===== config.mk =====
export PLATFORM = sky130hd
export DESIGN_NAME = mic1_mem_bridge
export DESIGN_NICKNAME = d
export VERILOG_FILES = /design/src/rtl/mic1_mem_bridge.sv
export SDC_FILE = /design/constraint.sdc
export NUM_CORES = 1
export LEC_CHECK = 0
export ABC_AREA = 1
export CAP_MARGIN = 15
export CORE_MARGIN = 4
export CORE_UTILIZATION = 52
export DETAILED_ROUTE_END_ITERATION = 12
export PLACE_DENSITY = 0.83
export SLEW_MARGIN = 20
export SYNTH_ARGS = -nofsm -noshare
export SYNTH_HDL_FRONTEND = slang
export SYNTH_SLANG_ARGS = --single-unit
export TNS_END_PERCENT = 20

===== constraint.sdc =====
create_clock -name clk -period 2.9 [get_ports clk]
set_input_delay 0.87 -clock clk [delete_from_list [all_inputs] [get_ports clk]]
set_output_delay 0.87 -clock clk [all_outputs]
set_load 0.005 [all_outputs]

===== src/rtl/mic1_mem_bridge.sv =====
// mic1_mem_bridge: byte-serial bridge between the MIC-1 core and the 8-bit
// external pins. It serialises word reads/writes (MAR/MDR) and byte fetches
// (PC/MBR) into address beats followed by data beats.
// Optional watchdog abort: define MIC1_BRIDGE_TIMEOUT_EN.
module mic1_mem_bridge (
    input  logic        clk,
    input  logic        rst_n,
    input  logic        ena,
    input  logic        req_rd,
    input  logic        req_wr,
    input  logic        req_fetch,
    input  logic [31:0] mar,
    input  logic [31:0] mdr_wr,
    input  logic [31:0] pc,
    output logic        busy,
    output logic        word_done,
    output logic [31:0] rdata,
    output logic        fetch_done,
    output logic [7:0]  fetch_data,
    output logic [7:0]  ext_dout,
    input  logic [7:0]  ext_din,
    output logic        ext_valid,
    input  logic        ext_ack,
    output logic [1:0]  ext_cmd,
    output logic        ext_last,
    output logic        err
);

    typedef enum logic [2:0] {
        S_IDLE  = 3'd0,
        S_WADDR = 3'd1,
        S_WDATA = 3'd2,
        S_RDATA = 3'd3,
        S_FADDR = 3'd4,
        S_FDATA = 3'd5,
        S_DONE  = 3'd6
    } state_t;

    localparam logic [1:0] CMD_IDLE  = 2'b00;
    localparam logic [1:0] CMD_ADDR  = 2'b01;
    localparam logic [1:0] CMD_WDATA = 2'b10;
    localparam logic [1:0] CMD_RDATA = 2'b11;

    // Architectural state
    state_t      r_state;
    logic [1:0]  r_cnt;
    logic [31:0] r_waddr;
    logic [31:0] r_wdata;
    logic [31:0] r_faddr;
    logic        r_is_write;
    logic        r_fetch_pend;

    // Registered outputs
    logic        r_busy;
    logic        r_word_done;
    logic [31:0] r_rdata;
    logic        r_fetch_done;
    logic [7:0]  r_fetch_data;
    logic [7:0]  r_dout;
    logic        r_valid;
    logic [1:0]  r_cmd;
    logic        r_last;

    // Next-state values
    state_t      w_state_next;
    logic [1:0]  w_cnt_next;
    logic [31:0] w_waddr_next;
    logic [31:0] w_wdata_next;
    logic [31:0] w_faddr_next;
    logic        w_is_write_next;
    logic        w_fetch_pend_next;
    logic        w_word_done_next;
    logic [31:0] w_rdata_next;
    logic        w_fetch_done_next;
    logic [7:0]  w_fetch_data_next;
    logic [7:0]  w_dout_next;
    logic        w_valid_next;
    logic [1:0]  w_cmd_next;
    logic        w_last_next;

    logic        w_beat;
    logic        w_abort;
    logic        w_unused;

    // Top two MAR bits fall off the word-to-byte address shift.
    assign w_unused = &{1'b0, mar[31:30]};

    // A beat completes when offered and accepted; ena gating is in the register stage.
    assign w_beat = r_valid & ext_ack;

`ifdef MIC1_BRIDGE_TIMEOUT_EN
    logic [7:0] r_wdog;
    logic       r_err;
    logic       w_stall;

    assign w_stall = r_valid & ~ext_ack;
    // The 255th consecutive stalled cycle aborts the transaction.
    assign w_abort = w_stall && (r_wdog == 8'd254);

    // Watchdog counter of consecutive stalled beats and sticky error flag.
    always_ff @(posedge clk) begin
        if (!rst_n) begin
            r_wdog <= 8'd0;
            r_err  <= 1'b0;
        end else if (ena) begin
            if (w_abort) begin
                r_wdog <= 8'd0;
                r_err  <= 1'b1;
            end else if (w_stall) begin
                r_wdog <= r_wdog + 8'd1;
            end else begin
                r_wdog <= 8'd0;
            end
        end
    end

    assign err = r_err;
`else
    assign w_abort = 1'b0;
    assign err     = 1'b0;
`endif

    // Byte lanes of the latched words, indexed by the beat counter.
    logic [7:0] w_waddr_lane [4];
    logic [7:0] w_wdata_lane [4];
    logic [7:0] w_faddr_lane [4];

    genvar gi;
    generate
        for (gi = 0; gi < 4; gi++) begin : g_lane
            assign w_waddr_lane[gi] = w_waddr_next[8*gi +: 8];
            assign w_wdata_lane[gi] = w_wdata_next[8*gi +: 8];
            assign w_faddr_lane[gi] = w_faddr_next[8*gi +: 8];
        end
    endgenerate

    // Next-state logic: request capture, beat sequencing, data capture, abort.
    always_comb begin
        w_state_next      = r_state;
        w_cnt_next        = r_cnt;
        w_waddr_next      = r_waddr;
        w_wdata_next      = r_wdata;
        w_faddr_next      = r_faddr;
        w_is_write_next   = r_is_write;
        w_fetch_pend_next = r_fetch_pend;
        w_rdata_next      = r_rdata;
        w_fetch_data_next = r_fetch_data;
        w_word_done_next  = 1'b0;
        w_fetch_done_next = 1'b0;

        case (r_state)
            S_IDLE: begin
                if (req_wr || req_rd) begin
                    // Write wins over a simultaneous read; a fetch rides along.
                    w_waddr_next      = {mar[29:0], 2'b00};
                    w_wdata_next      = mdr_wr;
                    w_faddr_next      = pc;
                    w_is_write_next   = req_wr;
                    w_fetch_pend_next = req_fetch;
                    w_cnt_next        = 2'd0;
                    w_state_next      = S_WADDR;
                end else if (req_fetch) begin
                    w_waddr_next      = {mar[29:0], 2'b00};
                    w_wdata_next      = mdr_wr;
                    w_faddr_next      = pc;
                    w_is_write_next   = 1'b0;
                    w_fetch_pend_next = 1'b0;
                    w_cnt_next        = 2'd0;
                    w_state_next      = S_FADDR;
                end
            end
            S_WADDR: begin
                if (w_beat) begin
                    if (r_cnt == 2'd3) begin
                        w_cnt_next   = 2'd0;
                        w_state_next = r_is_write ? S_WDATA : S_RDATA;
                    end else begin
                        w_cnt_next = r_cnt + 2'd1;
                    end
                end
            end
            S_WDATA, S_RDATA: begin
                if (w_beat) begin
                    if (r_state == S_RDATA) begin
                        w_rdata_next[{r_cnt, 3'b000} +: 8] = ext_din;
                    end
                    if (r_cnt == 2'd3) begin
                        w_cnt_next        = 2'd0;
                        w_word_done_next  = 1'b1;
                        w_fetch_pend_next = 1'b0;
                        w_state_next      = r_fetch_pend ? S_FADDR : S_DONE;
                    end else begin
                        w_cnt_next = r_cnt + 2'd1;
                    end
                end
            end
            S_FADDR: begin
                if (w_beat) begin
                    if (r_cnt == 2'd3) begin
                        w_cnt_next   = 2'd0;
                        w_state_next = S_FDATA;
                    end else begin
                        w_cnt_next = r_cnt + 2'd1;
                    end
                end
            end
            S_FDATA: begin
                if (w_beat) begin
                    w_fetch_data_next = ext_din;
                    w_fetch_done_next = 1'b1;
                    w_state_next      = S_DONE;
                end
            end
            S_DONE: begin
                w_state_next = S_IDLE;
            end
            default: begin
                w_state_next = S_IDLE;
                w_cnt_next   = 2'd0;
            end
        endcase

        // Watchdog abort closes out whichever operation is on the bus.
        if (w_abort) begin
            w_rdata_next      = 32'hFFFF_FFFF;
            w_fetch_data_next = 8'hFF;
            w_word_done_next  = (r_state == S_WADDR) || (r_state == S_WDATA) ||
                                (r_state == S_RDATA);
            w_fetch_done_next = (r_state == S_FADDR) || (r_state == S_FDATA);
            w_fetch_pend_next = 1'b0;
            w_cnt_next        = 2'd0;
            w_state_next      = S_DONE;
        end
    end

    // Bus-side output decode from the upcoming state so the pins come straight from flops.
    always_comb begin
        w_valid_next = 1'b0;
        w_cmd_next   = CMD_IDLE;
        w_dout_next  = 8'h00;
        w_last_next  = 1'b0;
        case (w_state_next)
            S_WADDR: begin
                w_valid_next = 1'b1;
                w_cmd_next   = CMD_ADDR;
                w_dout_next  = w_waddr_lane[w_cnt_next];
                w_last_next  = (w_cnt_next == 2'd3);
            end
            S_WDATA: begin
                w_valid_next = 1'b1;
                w_cmd_next   = CMD_WDATA;
                w_dout_next  = w_wdata_lane[w_cnt_next];
                w_last_next  = (w_cnt_next == 2'd3);
            end
            S_RDATA: begin
                w_valid_next = 1'b1;
                w_cmd_next   = CMD_RDATA;
                w_last_next  = (w_cnt_next == 2'd3);
            end
            S_FADDR: begin
                w_valid_next = 1'b1;
                w_cmd_next   = CMD_ADDR;
                w_dout_next  = w_faddr_lane[w_cnt_next];
                w_last_next  = (w_cnt_next == 2'd3);
            end
            S_FDATA: begin
                w_valid_next = 1'b1;
                w_cmd_next   = CMD_RDATA;
                w_last_next  = 1'b1;
            end
            default: begin
                w_valid_next = 1'b0;
            end
        endcase
    end

    // State and output registers; everything freezes while ena is low.
    always_ff @(posedge clk) begin
        if (!rst_n) begin
            r_state      <= S_IDLE;
            r_cnt        <= 2'd0;
            r_waddr      <= 32'd0;
            r_wdata      <= 32'd0;
            r_faddr      <= 32'd0;
            r_is_write   <= 1'b0;
            r_fetch_pend <= 1'b0;
            r_busy       <= 1'b0;
            r_word_done  <= 1'b0;
            r_rdata      <= 32'd0;
            r_fetch_done <= 1'b0;
            r_fetch_data <= 8'd0;
            r_dout       <= 8'd0;
            r_valid      <= 1'b0;
            r_cmd        <= CMD_IDLE;
            r_last       <= 1'b0;
        end else if (ena) begin
            r_state      <= w_state_next;
            r_cnt        <= w_cnt_next;
            r_waddr      <= w_waddr_next;
            r_wdata      <= w_wdata_next;
            r_faddr      <= w_faddr_next;
            r_is_write   <= w_is_write_next;
            r_fetch_pend <= w_fetch_pend_next;
            r_busy       <= (w_state_next != S_IDLE);
            r_word_done  <= w_word_done_next;
            r_rdata      <= w_rdata_next;
            r_fetch_done <= w_fetch_done_next;
            r_fetch_data <= w_fetch_data_next;
            r_dout       <= w_dout_next;
            r_valid      <= w_valid_next;
            r_cmd        <= w_cmd_next;
            r_last       <= w_last_next;
        end
    end

    assign busy       = r_busy;
    assign word_done  = r_word_done;
    assign rdata      = r_rdata;
    assign fetch_done = r_fetch_done;
    assign fetch_data = r_fetch_data;
    assign ext_dout   = r_dout;
    assign ext_valid  = r_valid;
    assign ext_cmd    = r_cmd;
    assign ext_last   = r_last;

endmodule


==> metrics.txt <==
status=completed; HPWL Detailed=roughly 17 mm; drt drc=0; drt initial violations=1019; flops & latches, synth=~160; fill count=between 1000 and 1500; Setup TNS Final=0 ps; via/cell ratio=5.287; area grow syn2layout=32.87%; H-tree depth=4; wire length per cell=14.62 um; GRT Total Usage=27.26%; Worst-path clk slew=60 ps; worst IR drop on VDD=0.4212 mV; placed cell areas=10220 um^2; overall die width=133.1 um; Synth Flop Type=dfxtp_1; startpoint types=register; first-pass GRT wire length=40.05 mm; ratio of cells with drive above 1 in the final layout=6.548%; via count=8866; die height=133.1 um; I/O pin count=167; final setup margin=432.9 ps; Rows=45; crit path time final=roughly 2500 ps; setup violators final=0; Hold WC Path Type=reg -> reg; final hold vios=0; global route overflow=0; Place WS=roughly 36 ps; number of I/O port buffers=163; post-synthesis cell type count=29; CTS tree=done; Die ar.=roughly 18000 um^2; Mean Syn Cell Area=6.216 um^2; Total Routed Length=24.51 mm; Pre-Repair DR Iteration Count=5; clk sinks=158; Synthesized Nets=1427; PostCTS Resize Cnt=0; final non-filler cell area=around 11000 um^2; clock buffer depth=2; total core area=15260 um^2; Worst setup EP type=register; max-cap violation count=0; synth warn=0; vias in the first global route=~8100; max-slew violations=0; Power Density=about 570 nW/um^2; CP Max Fanout=20; Peak Freq=405.3 MHz; register area share after synthesis=~39%; largest net degree at the start of global routing=85; Syn Inst Count=between 1000 and 1500; Layout Utilization=70.91%; number of synthesized flops with an enable pin=0; arrival time at the worst endpoint=2780 ps; RSZ-0062 raised after global routing=false; clk_lat worst skew=about 430 ps; GPL Wtd Cong=around 0.9; Leakage=4.770 nW; Post-synth ARST share=0%; postcts setup bufs=0; CP Data Required Time=3220 ps; Num CTS Buffers=17; ant diodes=0; Clock Root Buffer=clkbuf_16; clk_skew=~6.6 ps; # nets final=1570; initial antenna violation count=0; area of the multi-input gates=4443 um^2; period utilisation layout=85.07%; Hold-fix buffers, CTS=0; Mapped Area=8143 um^2; Register Area=3163 um^2; Initial Util=53.37%; remaining antenna violation count after routing=0; Critical Setup Path Class=reg -> reg
==> power by group <==
group	leakage, nW	switching, mW	total (mW)	internal (mW)
registers	1.30	0.0811	2.41	2.33
clock network	0.286	0.927	2.28	1.35
logic	3.19	0.860	1.45	0.595
total	4.77	1.87	6.15	4.28
==> flip-flops by register name (all words and copies together), names as in the netlist <==
name	cells
fetch_done	1
ext_cmd	2
fetch_data	8
r_waddr	32
ext_last	1
r_cnt	2
word_done	1
r_faddr	32
busy	1
r_state	3
ext_valid	1
r_wdata	32
rdata	32
r_fetch_pend	1
r_is_write	1
ext_dout	8
==> kinds of logic (layout without fill, tap and decap cells) <==
group	count (synthesis)	after routing	share of synthesized area, %
AOI/OAI and AO/OA	203	203	13.11
adders and majority gates	6	6	0.9219
buffers and inverters	135	291	6.838
DFF	158	158	38.84
other	1	1	0.04605
and+or+nand+nor	807	807	40.24
==> placed cells by master, fill, tap and decap left out, types with 3 or more instances in the layout <==
cell type,count
nand2_1,473
nor2_1,197
clkdlybuf4s50_1,162
dfxtp_1,158
o21ai_0,135
nand3_1,92
a21oi_1,55
inv_1,48
buf_4,28
clkbuf_16,17
buf_12,16
or3_1,14
nand4_1,10
o211a_1,8
nor2_2,6
ha_1,6
nand2_2,4
clkinv_2,4
inv_2,3
nor2_4,3
bufinv_16,3
clkinvlp_4,3
==> metal layers <==
| metal | share of wire [%] | vias to the layer above | global-route usage [%] |
|---|---|---|---|
| li1 | - | 4469 | - |
| met1 | 43 | 3978 | 36.51 |
| met2 | 47 | 356 | 44.38 |
| met3 | 6.6 | 63 | 4.721 |
| met4 | 3.2 | 0 | 9.943 |
| met5 | 0 | - | 0 |
==> layout make-up <==
| type | count | area share, % |
|---|---|---|
| Inverter | 52 | 1.804 |
| Sequential cell | 158 | 29.24 |
| Clock inverter | 14 | 1.550 |
| Timing Repair Buffer | 207 | 19.94 |
| Tap cell | 211 | 2.440 |
| Clock buffer | 18 | 3.967 |
| Multi-Input combinational cell | 1017 | 41.07 |
==> per-stage QoR <==
stage                     power (mW)  std cells  hold slack (ps)
after global routing           6.441       1677            476.7
after global placement         3.865       1645            420.1
after detailed placement       3.885       1645            424.4
after floorplan                3.311       1310            415.1
after CTS                      6.150       1677            432.7
final                          6.145       1677            432.0
==> critical path, cell delays in order (launching register included) <==
cell and delay (ps):
dfxtp_1 470, inv_1 170, ha_1 400, inv_1 180, nand2_1 70, nand3_1 110
nand2_1 60, nor2_1 230, buf_12 210, nand3_1 100, nand3_1 120, nand2_1 70
nor2_1 110, nor2_1 40
==> cell usage after synthesis (3+ instances only) <==
cell	instances	area share [%]
nand3_1	93	5.7
o21ai_0	135	8.3
clkbuf_1	50	2.3
o211a_1	8	0.98
nand2_1	473	22
a21oi_1	55	3.4
inv_2	3	0.14
nand2_2	5	0.38
nor2_1	197	9.1
dfxtp_1	158	39
or3_1	14	1.1
buf_2	28	1.7
ha_1	6	0.92
nor2_2	8	0.61
nand4_1	10	0.77
inv_1	48	2.2
buf_4	4	0.37
==> final timing paths <==
path	from	to	slack (ps)	cells past startpoint
setup / recovery	r_cnt[1]$_SDFFE_PN0P_	ext_dout[5]$_SDFFE_PN0P_	430	13
hold / removal	r_waddr[0]$_SDFFE_PN0P_	r_waddr[0]$_SDFFE_PN0P_	430	2
setup reg to reg	r_cnt[1]$_SDFFE_PN0P_	ext_dout[5]$_SDFFE_PN0P_	430	13
hold reg to reg	r_waddr[0]$_SDFFE_PN0P_	r_waddr[0]$_SDFFE_PN0P_	430	2
No activity file was read; power rests on OpenSTA's default activity.
